**src/rtl/reg_file_pkg.sv**
```systemverilog
// reg_file_pkg: shared defaults and types for the X9 register file slice.
//   DW_DEFAULT / PW_DEFAULT : default data / address widths
//   word_t / raddr_t        : default-width data word and register address
//   nregs()                 : register count for a given address width
package reg_file_pkg;
  localparam int DW_DEFAULT = 8;
  localparam int PW_DEFAULT = 3;

  typedef logic [DW_DEFAULT-1:0] word_t;
  typedef logic [PW_DEFAULT-1:0] raddr_t;

  function automatic int nregs(input int pw);
    return 1 << pw;
  endfunction
endpackage

```
**src/rtl/reg_file_scoreboard.sv**
```systemverilog
// reg_file_scoreboard: per-register busy bits for registers awaiting a
// long-latency result.
//   clk, reset         : clock, async active-high clear of all busy bits
//   rsv_en/rsv_addr    : reservation (sets busy)
//   wr_en/wr_addr      : writeback (clears busy; reservation wins on a tie)
//   rd_addrA/rd_addrB  : read addresses whose busy state is reported
//   busyA/busyB        : busy state seen by each read port
//   any_busy           : OR of all busy bits
module reg_file_scoreboard
  import reg_file_pkg::*;
#(
  parameter int PW       = PW_DEFAULT,
  parameter int BYPASS   = 1,
  parameter int ZERO_REG = 0
) (
  input  logic          clk,
  input  logic          reset,
  input  logic          rsv_en,
  input  logic [PW-1:0] rsv_addr,
  input  logic          wr_en,
  input  logic [PW-1:0] wr_addr,
  input  logic [PW-1:0] rd_addrA,
  input  logic [PW-1:0] rd_addrB,
  output logic          busyA,
  output logic          busyB,
  output logic          any_busy
);
  localparam int NR = 1 << PW;

  logic [NR-1:0] r_busy;
  logic [NR-1:0] w_busy_nxt;
  logic          w_rsv_ok;
  logic          w_wr_ok;
  logic          w_fwdA;
  logic          w_fwdB;

  // Register 0 never tracks anything when it is hardwired to zero.
  assign w_rsv_ok = rsv_en && !(ZERO_REG != 0 && rsv_addr == '0);
  assign w_wr_ok  = wr_en  && !(ZERO_REG != 0 && wr_addr  == '0);

  // New producer supersedes the retiring one, so set has priority.
  for (genvar i = 0; i < NR; i++) begin : g_nxt
    assign w_busy_nxt[i] = (w_rsv_ok && rsv_addr == PW'(i)) ? 1'b1 :
                           (w_wr_ok  && wr_addr  == PW'(i)) ? 1'b0 :
                           r_busy[i];
  end

  always_ff @(posedge clk or posedge reset) begin
    if (reset) r_busy <= '0;
    else       r_busy <= w_busy_nxt;
  end

  // A same-cycle write retires the producer early for the reader, unless a
  // new reservation for that register lands on the same edge.
  assign w_fwdA = (BYPASS != 0) && w_wr_ok && wr_addr == rd_addrA &&
                  !(w_rsv_ok && rsv_addr == rd_addrA);
  assign w_fwdB = (BYPASS != 0) && w_wr_ok && wr_addr == rd_addrB &&
                  !(w_rsv_ok && rsv_addr == rd_addrB);

  assign busyA    = w_fwdA ? 1'b0 : r_busy[rd_addrA];
  assign busyB    = w_fwdB ? 1'b0 : r_busy[rd_addrB];
  assign any_busy = |r_busy;
endmodule

```
**src/rtl/reg_file_sb.sv**
```systemverilog
// reg_file_sb: 2**PW x DW register file, two combinational read ports, one
// synchronous write port, optional write-to-read bypass and hardwired r0,
// plus a busy scoreboard for multi-cycle producers.
//   clk, reset          : clock, async active-high clear of data and busy
//   rd_addrA/rd_addrB   : read addresses
//   wr_en/wr_addr/dat_in: write port
//   rsv_en/rsv_addr     : reservation port
//   datA_out/datB_out   : read data
//   busyA/busyB/any_busy: scoreboard status
module reg_file_sb
  import reg_file_pkg::*;
#(
  parameter int PW       = PW_DEFAULT,
  parameter int DW       = DW_DEFAULT,
  parameter int BYPASS   = 1,
  parameter int ZERO_REG = 0
) (
  input  logic          clk,
  input  logic          reset,
  input  logic [PW-1:0] rd_addrA,
  input  logic [PW-1:0] rd_addrB,
  input  logic          wr_en,
  input  logic [PW-1:0] wr_addr,
  input  logic [DW-1:0] dat_in,
  input  logic          rsv_en,
  input  logic [PW-1:0] rsv_addr,
  output logic [DW-1:0] datA_out,
  output logic [DW-1:0] datB_out,
  output logic          busyA,
  output logic          busyB,
  output logic          any_busy
);
  localparam int NR = 1 << PW;

  logic [NR-1:0][DW-1:0] r_core;
  logic [1:0][PW-1:0]    w_rd_addr;
  logic [1:0][DW-1:0]    w_rd_dat;
  logic                  w_wr_ok;

  assign w_wr_ok = wr_en && !(ZERO_REG != 0 && wr_addr == '0);

  always_ff @(posedge clk or posedge reset) begin
    if (reset)        r_core <= '0;
    else if (w_wr_ok) r_core[wr_addr] <= dat_in;
  end

  assign w_rd_addr = {rd_addrB, rd_addrA};

  // Bypass is suppressed during reset so outputs read 0 while it is held.
  for (genvar p = 0; p < 2; p++) begin : g_rd
    assign w_rd_dat[p] =
      (ZERO_REG != 0 && w_rd_addr[p] == '0)                     ? '0     :
      (BYPASS != 0 && !reset && w_wr_ok && wr_addr == w_rd_addr[p]) ? dat_in :
      r_core[w_rd_addr[p]];
  end

  assign datA_out = w_rd_dat[0];
  assign datB_out = w_rd_dat[1];

  reg_file_scoreboard #(
    .PW       (PW),
    .BYPASS   (BYPASS),
    .ZERO_REG (ZERO_REG)
  ) u_sb (
    .clk      (clk),
    .reset    (reset),
    .rsv_en   (rsv_en),
    .rsv_addr (rsv_addr),
    .wr_en    (wr_en),
    .wr_addr  (wr_addr),
    .rd_addrA (rd_addrA),
    .rd_addrB (rd_addrB),
    .busyA    (busyA),
    .busyB    (busyB),
    .any_busy (any_busy)
  );
endmodule

```
**config.mk**
```make
export PLATFORM = sky130hd
export DESIGN_NAME = reg_file_sb
export DESIGN_NICKNAME = d
export VERILOG_FILES = /design/src/rtl/reg_file_pkg.sv /design/src/rtl/reg_file_scoreboard.sv /design/src/rtl/reg_file_sb.sv
export SDC_FILE = /design/constraint.sdc
export NUM_CORES = 1
export LEC_CHECK = 0
export BUFFER_PORTS_ARGS = -buffer_cell sky130_fd_sc_hd__buf_2
export CORE_MARGIN = 2
export CORE_UTILIZATION = 35
export CTS_BUF_LIST = sky130_fd_sc_hd__clkbuf_2 sky130_fd_sc_hd__clkbuf_4 sky130_fd_sc_hd__clkbuf_8
export DETAILED_ROUTE_END_ITERATION = 10
export PLACE_DENSITY = 0.54
export SYNTH_ARGS = -nofsm -noshare
export SYNTH_HDL_FRONTEND = slang
export SYNTH_HIERARCHICAL = 1
export SYNTH_SLANG_ARGS = --single-unit
```
**constraint.sdc**
```tcl
create_clock -name clk -period 2.8 [get_ports clk]
set_clock_uncertainty 0.05 [all_clocks]
set_input_delay 0.7 -clock clk [delete_from_list [all_inputs] [get_ports clk]]
set_output_delay 0.7 -clock clk [all_outputs]
set_load 0.02 [all_outputs]
```
; Yosys cells after proc, flatten, opt, wreduce, memory -nomap -nowiden
; Cells that the tools add are included.
; W data, S select, Z words.
[classes]
n_shift = 0
bitwise_logic = 0
n_lt_le_gt_ge = 4
n_addsub = 0
div = 0
reduce_logical = 40
muxes = 31
n_eq_ne = 18
mul = 0
[op_table]
columns = cell, count
row1 = $bwmux W64, 1
row2 = $bmux W8 S3, 2
row3 = $mux W8, 5
row4 = $logic_and A1 B1 Y1, 26
row5 = $demux W8 S3, 1
row6 = $eq A3 B3 Y1 const B, 8
row7 = $mux W1, 20
row8 = $reduce_bool A2 Y1, 8
row9 = $eq A3 B2 Y1 const B, 4
row10 = $eq A3 B3 Y1, 4
row11 = $lt A3 B4 Y1 const B, 3
row12 = $reduce_or A8 Y1, 1
row13 = $bmux W1 S3, 2
row14 = $eq A3 B1 Y1 const B, 2
row15 = $logic_not A3 Y1, 2
row16 = $ge A3 B1 Y1 const B, 1
row17 = $logic_not A1 Y1, 3
[word_totals]
memories = 0
rom_bits = 0
mem_bits_rw = 0
ff_bits = 72
in_bits = 24
latchBits = 0

; Depth between registers and ports, before layout
; Gate-level depths: netlist of the first run.
[depth]
depth_word = 5
ltp_mapped = 5
ltp_nobuf = 3

; Hierarchy
; Netlist of the first run, hierarchy kept.
[modules_own_cells]
columns = module, area_per_inst_um2, seq_area_each_um2, cells_per_inst, instances
row1 = reg_file_sb, 3798.6, 1601.5, 234, 1
row2 = reg_file_scoreboard, 646.9, 200.2, 66, 1

; Worst setup path after synthesis of the first run
; No wires, ideal clock.
[synth_path]
path_type = input port to output port
start = in rd_addrA[0]
end = out datA_out[0]
stages = 5
required_ns = 2.050
arrival_time_ns = 2.039
setup_slack_ns = 0.011
cell_sequence = buf_6 buf_12 mux4_1 mux2_2 mux2_4
[synth_between]
elab_chain_cells = 3
elab_cells_between_ends = 5
cone_classes = eq/ne: 1 / mux: 3 / reduce/logical: 1
[synth_rtl]
columns = item, line_no
row1 = from (decl), reg_file_sb.sv:20  ; input logic [PW-1:0] rd_addrA,
row2 = $bmux W8 S3 or $eq A3 B3 Y1 (tied branches), "reg_file_sb.sv:54, reg_file_sb.sv:53"
row3 = $mux W8 (not written as such) or $logic_and A1 B1 Y1 (tied branches), "reg_file_sb.sv:54, reg_file_sb.sv:53"
row4 = $mux W8 *, reg_file_sb.sv:53  ; (BYPASS != 0 && !reset && w_wr_ok && wr_addr == w_rd_addr[p]) ? dat_in :
row5 = to (decl), reg_file_sb.sv:27  ; output logic [DW-1:0] datA_out,
; Every way passes the cells marked *; elsewhere a longest branch is shown, timed or not. The select of a mux whose other input is x is not followed.

; Worst setup path in the final report of the first run
[layout_path]
start = in rd_addrB[0]
end = out datB_out[7]
[layout_between]
elab_chain_cells = 3
elab_cells_between_ends = 5
cone_classes = eq/ne: 1 / mux: 3 / reduce/logical: 1
[layout_rtl]
columns = item, line_no
row1 = from (decl), reg_file_sb.sv:21  ; input logic [PW-1:0] rd_addrB,
row2 = $bmux W8 S3 or $eq A3 B3 Y1 (tied branches), "reg_file_sb.sv:54, reg_file_sb.sv:53"
row3 = $mux W8 (not written as such) or $logic_and A1 B1 Y1 (tied branches), "reg_file_sb.sv:54, reg_file_sb.sv:53"
row4 = $mux W8 *, reg_file_sb.sv:53
row5 = to (decl), reg_file_sb.sv:28  ; output logic [DW-1:0] datB_out,
; Marked as above.

==> impl_metrics.ini, run 1 <==
[status]
status = finished, violations left
violations = negative setup slack

[sta]
fin_crit_sh_pct = 103
setup_slack_ps = -93.0
timing.fmax_ghz = 0.346
worst_slew_pin_slew_ps = 345
min_period_ps = 2890
hold_viol_final = 0
rsz0062_at_grt = true
slew_headroom_pct = 77.0
slew_viol_final = 0
setup_viol = 16

[placement]
place_congestion = 0.740
dp_hpwl_um = 7160
dp.cells = 518
numPortBuffers = 42

[worst_setup_path]
max_stage_delay_ps = 510
cp_data_arrival_time_ps = 2140
path_max_fanout = 8
cp.buffers_inverters = 3
cp-end-kind = primary output
critPathSlowestCell = mux4_2
start_kind = primary input
cp.required_ps = 2050
criticalPathCategory = primary input to primary output
path_cells = buf_12, buf_16, mux4_2, mux2_4, mux2_4, buf_6
critPathMostFrequentCell = mux2_4
cp_top_family = multiplexers

[pwr]
leakagePower_nw = 2.31
ir_worst_vdd_v = 0.000198
finalPower_mw = 3.42
power_per_cell_area_nw_per_um2 = 626

[synthesis]
synthMuxAreaShare_pct = 45.0
postSynthNetCount = 324
syn_avg_cell_area_um2 = 14.8
synth_top_area_share_pct = 40.5
ys.flop_type = dfrtp_1
post-synth-top-count-cell = mux2_2
yosysTopAreaCell = dfrtp_1
ys_ff_latch = 72
synth_edf_count = 0
synth_top_family_by_area = multiplexers
yosys.area_share.simple_pct = 4.39
synthAdderAreaFrac_pct = 0
synth_cell_types = 27
yosys_warnings = 6
synth_area_leaders = dfrtp_1 (41%), mux2_2 (24%), mux4_1 (13%)
synth_seq_area_share_pct = 40.5
synth_compound_area_share_pct = 2.42
async_flop_share_pct = 100
synthTopCellsByCount = mux2_2 (94), dfrtp_1 (72), mux4_1 (22)
synth-xor-area-share_pct = 3.55
postSynthCellCount = 300
netlist_area_um2 = 4450

[route]
first_pass_iters = 4
antenna_left = 0
wirelength_um = 11400
drc_errors = 0
wire_per_inst_um = 21.1
initialDrtViolationCount = 196
vias = 2896
vias_per_cell = 5.37

[floorplanning]
die_w_um = 117
ioPinCount = 43
start_util_pct = 35.5
die_area_um2 = 13600
die_y_um = 117
core_area_um2 = 12500
rows = 41

[cells_and_area]
final_cells = 539
drive_above_1_share_pct = 61.9
nNetsFinal = 386
seq_area_um2 = 1800
antenna_cells = 0
n_fill_cell = 1199
area_delta_synth_final_pct = 22.9
multiInputGateArea_um2 = 2490

[clocking]
cts-buffers-inserted = 9
cts_tree = built
ctsRootBufferMaster = clkbuf_8
clk_path_buf_depth = 2
clk_latency_ps = 350
clk_pin_slew_ps = 70
h-tree-depth = 3
cts_hold_buf = 0
cts.sinks = 72

[global_route]
grt.overflow.total = 0
groute.usage.overall_pct = 18.2
antenna_found_initial = 0
grt_pass1_vias = 2932
grt_first_pass_wirelength_um = 18000
grt_max_degree = 65

[worst_hold_path]
hold_path_class = primary input to async pin

[job]
maxCapViolCount = 0
-- worst paths after layout --
path | startpoint | to | slack [ps] | cells after the start
setup reg to reg | r_core[6]$_DFFE_PP0P_ | r_core[6]$_DFFE_PP0P_ | 1930 | 1
min in group clk | r_core[53]$_DFFE_PP0P_ | r_core[53]$_DFFE_PP0P_ | 470 | 1
setup / recovery | rd_addrB[0] | datB_out[7] | -90 | 6
hold / removal | reset | u_sb/r_busy[7]$_DFFE_PP0P_ | 290 | 2
max in group asynchronous | reset | r_core[29]$_DFFE_PP0P_ | 2020 | 3
hold reg to reg | r_core[53]$_DFFE_PP0P_ | r_core[53]$_DFFE_PP0P_ | 470 | 1
-- routing by layer --
metal	track usage (%)	part of all wire [%]	vias to the layer above
met5	0	0	-
met4	4.47	1.3	0
met3	4.51	4.1	13
met2	26.7	45	67
met1	27.2	50	1540
li1	-	-	1276
-- what timing repair did --
| action | in CTS | in global routing |
|---|---|---|
| buffers inserted | 0 | 1 |
| gates resized for setup | 87 | 4 |
| pin swaps | 1 | 1 |
| gates cloned | 4 | 0 |
| endpoints found under the setup margin | 16 | 16 |
-- where the power goes --
part | switching, mW | internal (mW)
Combinational | 0.447 | 0.761
Clock | 0.392 | 0.380
Sequential | 0.175 | 1.27
Total | 1.01 | 2.41
-- cells in the final DEF, fill, tap and decap left out, types with 3 or more instances in the layout --
master and instances:
buf_12 7, buf_16 4, buf_2 24, buf_4 23
buf_6 18, clkbuf_8 11, dfrtp_1 72, mux2_2 70
mux2_4 26, mux4_1 4, mux4_2 32, nand2_1 6
nand2b_1 7, nand4_1 5, nand4b_1 3, o21ai_0 12
o31ai_1 4, xnor2_1 13, xor2_1 4
-- stage by stage --
| step | hold slack, ps | cell area (um^2) | utilization [%] | TNS (ps) | worst slack, ps |
|---|---|---|---|---|---|
| 2_1_floorplan | 435 | 4450 | - | 0 | 10.6 |
| 3_3_place_gp | 447 | 4980 | 39.8 | -3210 | -241 |
| 3_5_place_dp | 456 | 4980 | 39.8 | -3230 | -254 |
| 4_1_cts | 293 | 5440 | 43.5 | -1300 | -98.2 |
| 5_1_grt | 295 | 5470 | 43.7 | -1900 | -132 |
| 6_report | 288 | 5470 | 43.7 | -1250 | -93.0 |
-- kinds of logic after synthesis --
logic type	Yosys count
buf+inv	28
compound gates	18
simple gates	30
flops	72
mux	134
xor+xnor	18
-- state kept, by name, indices dropped and copies added, names as in the netlist --
| signal | flops |
|---|---|
| u_sb/r_busy | 8 |
| r_core | 64 |
-- cell type report --
class | instances | area share [%]
clock buffer | 12 | 2.91
clock inverter | 4 | 0.527
inverter | 2 | 0.137
multi-input combinational | 200 | 45.6
sequential | 72 | 33.0
tap | 172 | 3.94
timing repair buffer | 77 | 13.9
Power figures use the tool's default switching activity.
==> run 2, diff against run 1 <==
--- a/config.mk
+++ b/config.mk
@@ -11,7 +11,9 @@
 export CTS_BUF_LIST = sky130_fd_sc_hd__clkbuf_2 sky130_fd_sc_hd__clkbuf_4 sky130_fd_sc_hd__clkbuf_8
 export DETAILED_ROUTE_END_ITERATION = 10
 export PLACE_DENSITY = 0.54
+export RECOVER_POWER = 50
 export SYNTH_ARGS = -nofsm -noshare
 export SYNTH_HDL_FRONTEND = slang
 export SYNTH_HIERARCHICAL = 1
 export SYNTH_SLANG_ARGS = --single-unit
+export TNS_END_PERCENT = 30
==> impl_metrics.ini, run 2 (synthesis gave the netlist of run 1 again) <==
[worst_setup_path]
critPathMostFrequentCell = mux2_4
criticalPathCategory = primary input to primary output
cp_top_family = multiplexers
start_kind = primary input
cp_data_arrival_time_ps = 2140
cp-end-kind = primary output
path_cells = buf_12, buf_16, mux4_2, mux2_4, mux2_4, buf_6
worstRegToRegCells = 1
max_stage_delay_ps = 510
crit_cells = 6
critPathSlowestCell = mux4_2
path_max_fanout = 8
cp.buffers_inverters = 3
cp.required_ps = 2050

[sta]
slew_headroom_pct = -4.35
setup_viol = 16
setup_slack_ps = -91.8
fin_crit_sh_pct = 103
rsz0062_at_grt = true
slew_viol_final = 65
min_period_ps = 2890
hold_ws_ps = 313
timing.fmax_ghz = 0.346
hold_viol_final = 0
worst_slew_pin_slew_ps = 1570

[clocking]
cts.sinks = 72
clk_pin_slew_ps = 70
h-tree-depth = 3
ctsRootBufferMaster = clkbuf_8
clk_latency_ps = 350
clk_path_buf_depth = 2
cts_tree = built
cts-buffers-inserted = 9

[placement]
numPortBuffers = 42
place_area_um2 = 4980
dp_hpwl_um = 7160
place_congestion = 0.740

[worst_hold_path]
hold_path_class = primary input to async pin

[route]
drc_errors = 0
wirelength_um = 11400
first_pass_iters = 4
initialDrtViolationCount = 200
wire_per_inst_um = 21.1
vias = 2905
vias_per_cell = 5.40
antenna_left = 0

[cells_and_area]
nNetsFinal = 385
final_cell_mix = dfrtp_1 (72), mux2_2 (68), mux4_2 (32)
reg_top3 = r_core (64), u_sb/r_busy (8)
final_common_cell = dfrtp_1
final_cell_area_um2 = 5440
drive_above_1_share_pct = 60.9
antenna_cells = 0
area_delta_synth_final_pct = 22.4
largest_register = r_core
largest_reg_flops = 64
n_fill_cell = 1201

[global_route]
grt_first_pass_wirelength_um = 18000
groute.usage.overall_pct = 18.2
grt_max_degree = 65
grt_pass1_vias = 2967
antenna_found_initial = 0
grt.overflow.total = 0

[floorplanning]
rows = 41
die_y_um = 117
ioPinCount = 43
die_w_um = 117
core_area_um2 = 12500
start_util_pct = 35.5
die_area_um2 = 13600

[pwr]
ir_worst_vdd_v = 0.000198
leakagePower_nw = 2.30
power_per_cell_area_nw_per_um2 = 629

[job]
maxCapViolCount = 1

[status]
status = finished, violations left
violations = max-capacitance violations, max-slew violations, negative setup slack
[run 2: final timing paths]
check	from	slack (ps)	end
worst min-delay path	reset	310	u_sb/r_busy[7]$_DFFE_PP0P_
max in group asynchronous	reset	860	r_core[13]$_DFFE_PP0P_
min in group clk	r_core[53]$_DFFE_PP0P_	470	r_core[53]$_DFFE_PP0P_
worst max register to register	r_core[6]$_DFFE_PP0P_	1930	r_core[6]$_DFFE_PP0P_
worst min register to register	r_core[53]$_DFFE_PP0P_	470	r_core[53]$_DFFE_PP0P_
worst max-delay path	rd_addrB[0]	-90	datB_out[7]
[run 2: what timing repair did]
action	CTS	global route
setup endpoints to repair	16	16
gates cloned	4	0
hold buffers	0	0
buffers inserted	0	0
pin swaps	1	0
resized for setup	77	15
[run 2: layout make-up]
cell class / instances / area (um^2) / area share (%)
Clock buffer: 12 / 159 / 2.92
Clock inverter: 4 / 28.8 / 0.529
Inverter: 2 / 7.51 / 0.138
Multi-Input combinational cell: 200 / 2500 / 45.9
Sequential cell: 72 / 1800 / 33.1
Tap cell: 172 / 215 / 3.95
Timing Repair Buffer: 76 / 729 / 13.4
[run 2: metrics by stage]
stage	utilization, %	total power, mW	setup slack, ps	std cells	TNS, ps
after floorplan	-	2.17	10.6	300	0
after global placement	39.8	2.42	-241	518	-3210
after global routing	43.5	3.62	-129	538	-1930
after detailed placement	39.8	2.45	-254	518	-3230
final	43.5	3.42	-91.8	538	-1260
after CTS	43.4	3.43	-98.2	538	-1380
[run 2: power by group]
| group | leakage (nW) | internal, mW | switching [mW] |
|---|---|---|---|
| registers | 0.862 | 1.27 | 0.174 |
| clock network | 0.0920 | 0.380 | 0.391 |
| logic | 1.34 | 0.761 | 0.449 |
[run 2: routing by layer]
layer / up-vias / part of all wire [%] / wire length, um / global-route usage [%]
li1: 1277 / - / - / -
met1: 1539 / 49 / 5550 / 27.1
met2: 70 / 45 / 5070 / 26.3
met3: 19 / 4.6 / 521 / 4.36
met4: 0 / 2.0 / 231 / 5.73
met5: - / 0 / 0 / 0
==> run 3, diff against run 2 <==
==> config.mk (replaced) <==
export PLATFORM = sky130hd
export DESIGN_NAME = reg_file_sb
export DESIGN_NICKNAME = d
export VERILOG_FILES = /design/src/rtl/reg_file_pkg.sv /design/src/rtl/reg_file_scoreboard.sv /design/src/rtl/reg_file_sb.sv
export SDC_FILE = /design/constraint.sdc
export NUM_CORES = 1
export LEC_CHECK = 0
export BUFFER_PORTS_ARGS = -buffer_cell sky130_fd_sc_hd__clkbuf_2
export CORE_MARGIN = 2
export CORE_UTILIZATION = 60
export CTS_BUF_LIST = sky130_fd_sc_hd__clkbuf_2 sky130_fd_sc_hd__clkbuf_4 sky130_fd_sc_hd__clkbuf_8
export DETAILED_ROUTE_END_ITERATION = 10
export PLACE_DENSITY = 0.83
export RECOVER_POWER = 50
export SYNTH_ARGS = -nofsm -noshare
export SYNTH_HDL_FRONTEND = slang
export SYNTH_HIERARCHICAL = 1
export SYNTH_SLANG_ARGS = --single-unit
==> impl_metrics.ini, run 3 (synthesis gave the netlist of run 1 again) <==
[cells_and_area]
final_cell_mix = dfrtp_1 (72), mux2_2 (65), mux4_2 (32)
multiInputGateArea_um2 = 2510
largest_register = r_core
area_delta_synth_final_pct = 22.8
largest_reg_flops = 64
n_fill_cell = 442
reg_top3 = r_core (64), u_sb/r_busy (8)
finalCoreUtilization_pct = 75.7
antenna_cells = 0
seq_area_um2 = 1800
drive_above_1_share_pct = 60.5
final_common_cell = dfrtp_1
nNetsFinal = 387

[floorplanning]
die_w_um = 90.1
core_area_um2 = 7210
start_util_pct = 61.6
die_area_um2 = 8110
die_y_um = 90.1
rows = 31
ioPinCount = 43

[route]
antenna_left = 0
vias_per_cell = 6.49
wirelength_um = 11500
initialDrtViolationCount = 250
drc_errors = 0
first_pass_iters = 4
vias = 3025
wire_per_inst_um = 24.7

[sta]
setup_slack_ps = -154
slew_headroom_pct = 45.8
setup_viol = 18
timing.fmax_ghz = 0.338
slew_viol_final = 0
hold_ws_ps = 293
worst_slew_pin_slew_ps = 812
rsz0062_at_grt = true
fin_crit_sh_pct = 106
final.setup.tns_ps = -1790
min_period_ps = 2950
hold_viol_final = 0

[status]
violations = negative setup slack
status = finished, violations left

[worst_setup_path]
path_max_fanout = 5
path_cells = clkbuf_16, buf_12, mux4_2, mux2_4, mux2_4, buf_8
cp-end-kind = primary output
start_kind = primary input
cp_data_arrival_time_ps = 2200
cp.required_ps = 2050
criticalPathCategory = primary input to primary output
max_stage_delay_ps = 520
critPathSlowestCell = mux4_2
critPathMostFrequentCell = mux2_4

[clocking]
clk_pin_slew_ps = 70
cts.sinks = 72
clk_path_buf_depth = 2
h-tree-depth = 3
cts_tree = built
ctsRootBufferMaster = clkbuf_8
clk_latency_ps = 350
cts-buffers-inserted = 9
cts_hold_buf = 0

[job]
maxCapViolCount = 0

[global_route]
grt_first_pass_wirelength_um = 18000
grt.overflow.total = 0
antenna_found_initial = 0
grt_pass1_vias = 3223
grt_max_degree = 32
groute.usage.overall_pct = 29.3

[pwr]
power_per_cell_area_nw_per_um2 = 676
leakagePower_nw = 2.37
finalPower_mw = 3.69
ir_worst_vdd_v = 0.000621

[placement]
dp_hpwl_um = 6930
place_congestion = 0.818
numPortBuffers = 42

[worst_hold_path]
hold_path_class = primary input to async pin
## run 3: cell types whose count changed in the layout (fill, tap and decap cells not counted), sizes merged
cell and delta:
clkbuf +26, bufinv +2, clkinvlp -2, clkinv -2, inv +1, buf -24
## run 3: area by class of cell
| cell class | count | share of cell area, % |
|---|---|---|
| multi-input combinational | 200 | 46.0 |
| sequential | 72 | 33.0 |
| timing repair buffer | 78 | 14.5 |
| clock buffer | 12 | 2.91 |
| tap | 99 | 2.27 |
| clock inverter | 3 | 1.19 |
| inverter | 2 | 0.138 |
## run 3: metrics by stage
| stage | std cells | area [um^2] | setup WS, ps |
|---|---|---|---|
| after floorplan | 300 | 4450 | 10.6 |
| after global placement | 445 | 4880 | -208 |
| after detailed placement | 445 | 4880 | -229 |
| after CTS | 466 | 5410 | -155 |
| after global routing | 466 | 5460 | -171 |
| final | 466 | 5460 | -154 |
## run 3: path summary, 6_finish.rpt
| kind | startpoint | end | slack [ps] | cells past startpoint |
|---|---|---|---|---|
| setup / recovery | rd_addrA[0] | datA_out[7] | -150 | 6 |
| hold / removal | reset | u_sb/r_busy[5]$_DFFE_PP0P_ | 290 | 2 |
| setup reg to reg | r_core[12]$_DFFE_PP0P_ | r_core[12]$_DFFE_PP0P_ | 1930 | 1 |
| hold reg to reg | r_core[62]$_DFFE_PP0P_ | r_core[62]$_DFFE_PP0P_ | 480 | 1 |
| max in group asynchronous | reset | r_core[31]$_DFFE_PP0P_ | 1000 | 3 |
| min in group clk | r_core[62]$_DFFE_PP0P_ | r_core[62]$_DFFE_PP0P_ | 480 | 1 |
## run 3: critical path, delay by kind of cell
| kind | cells | cell delay (ps) |
|---|---|---|
| buffers and inverters | 3 | 400 |
| muxes | 3 | 1080 |
## run 3: power by group
part	leakage [nW]	internal (mW)	switching [mW]	total (mW)
logic	1.39	0.819	0.483	1.30
clock network	0.116	0.554	0.375	0.929
registers	0.862	1.27	0.190	1.46
## run 3: what timing repair did
action | CTS | global route
setup buffers | 3 | 0
gates resized for setup | 83 | 25
gates cloned | 3 | 0
endpoints found under the setup margin | 16 | 16
## run 3: metal layers
layer | global-route usage, % | part of all wire (%) | vias up
met1 | 39.3 | 40 | 1553
met3 | 6.04 | 7.6 | 31
met4 | 13.3 | 2.8 | 0
li1 | - | - | 1279
met2 | 46.4 | 50 | 162
met5 | 0 | 0 | -
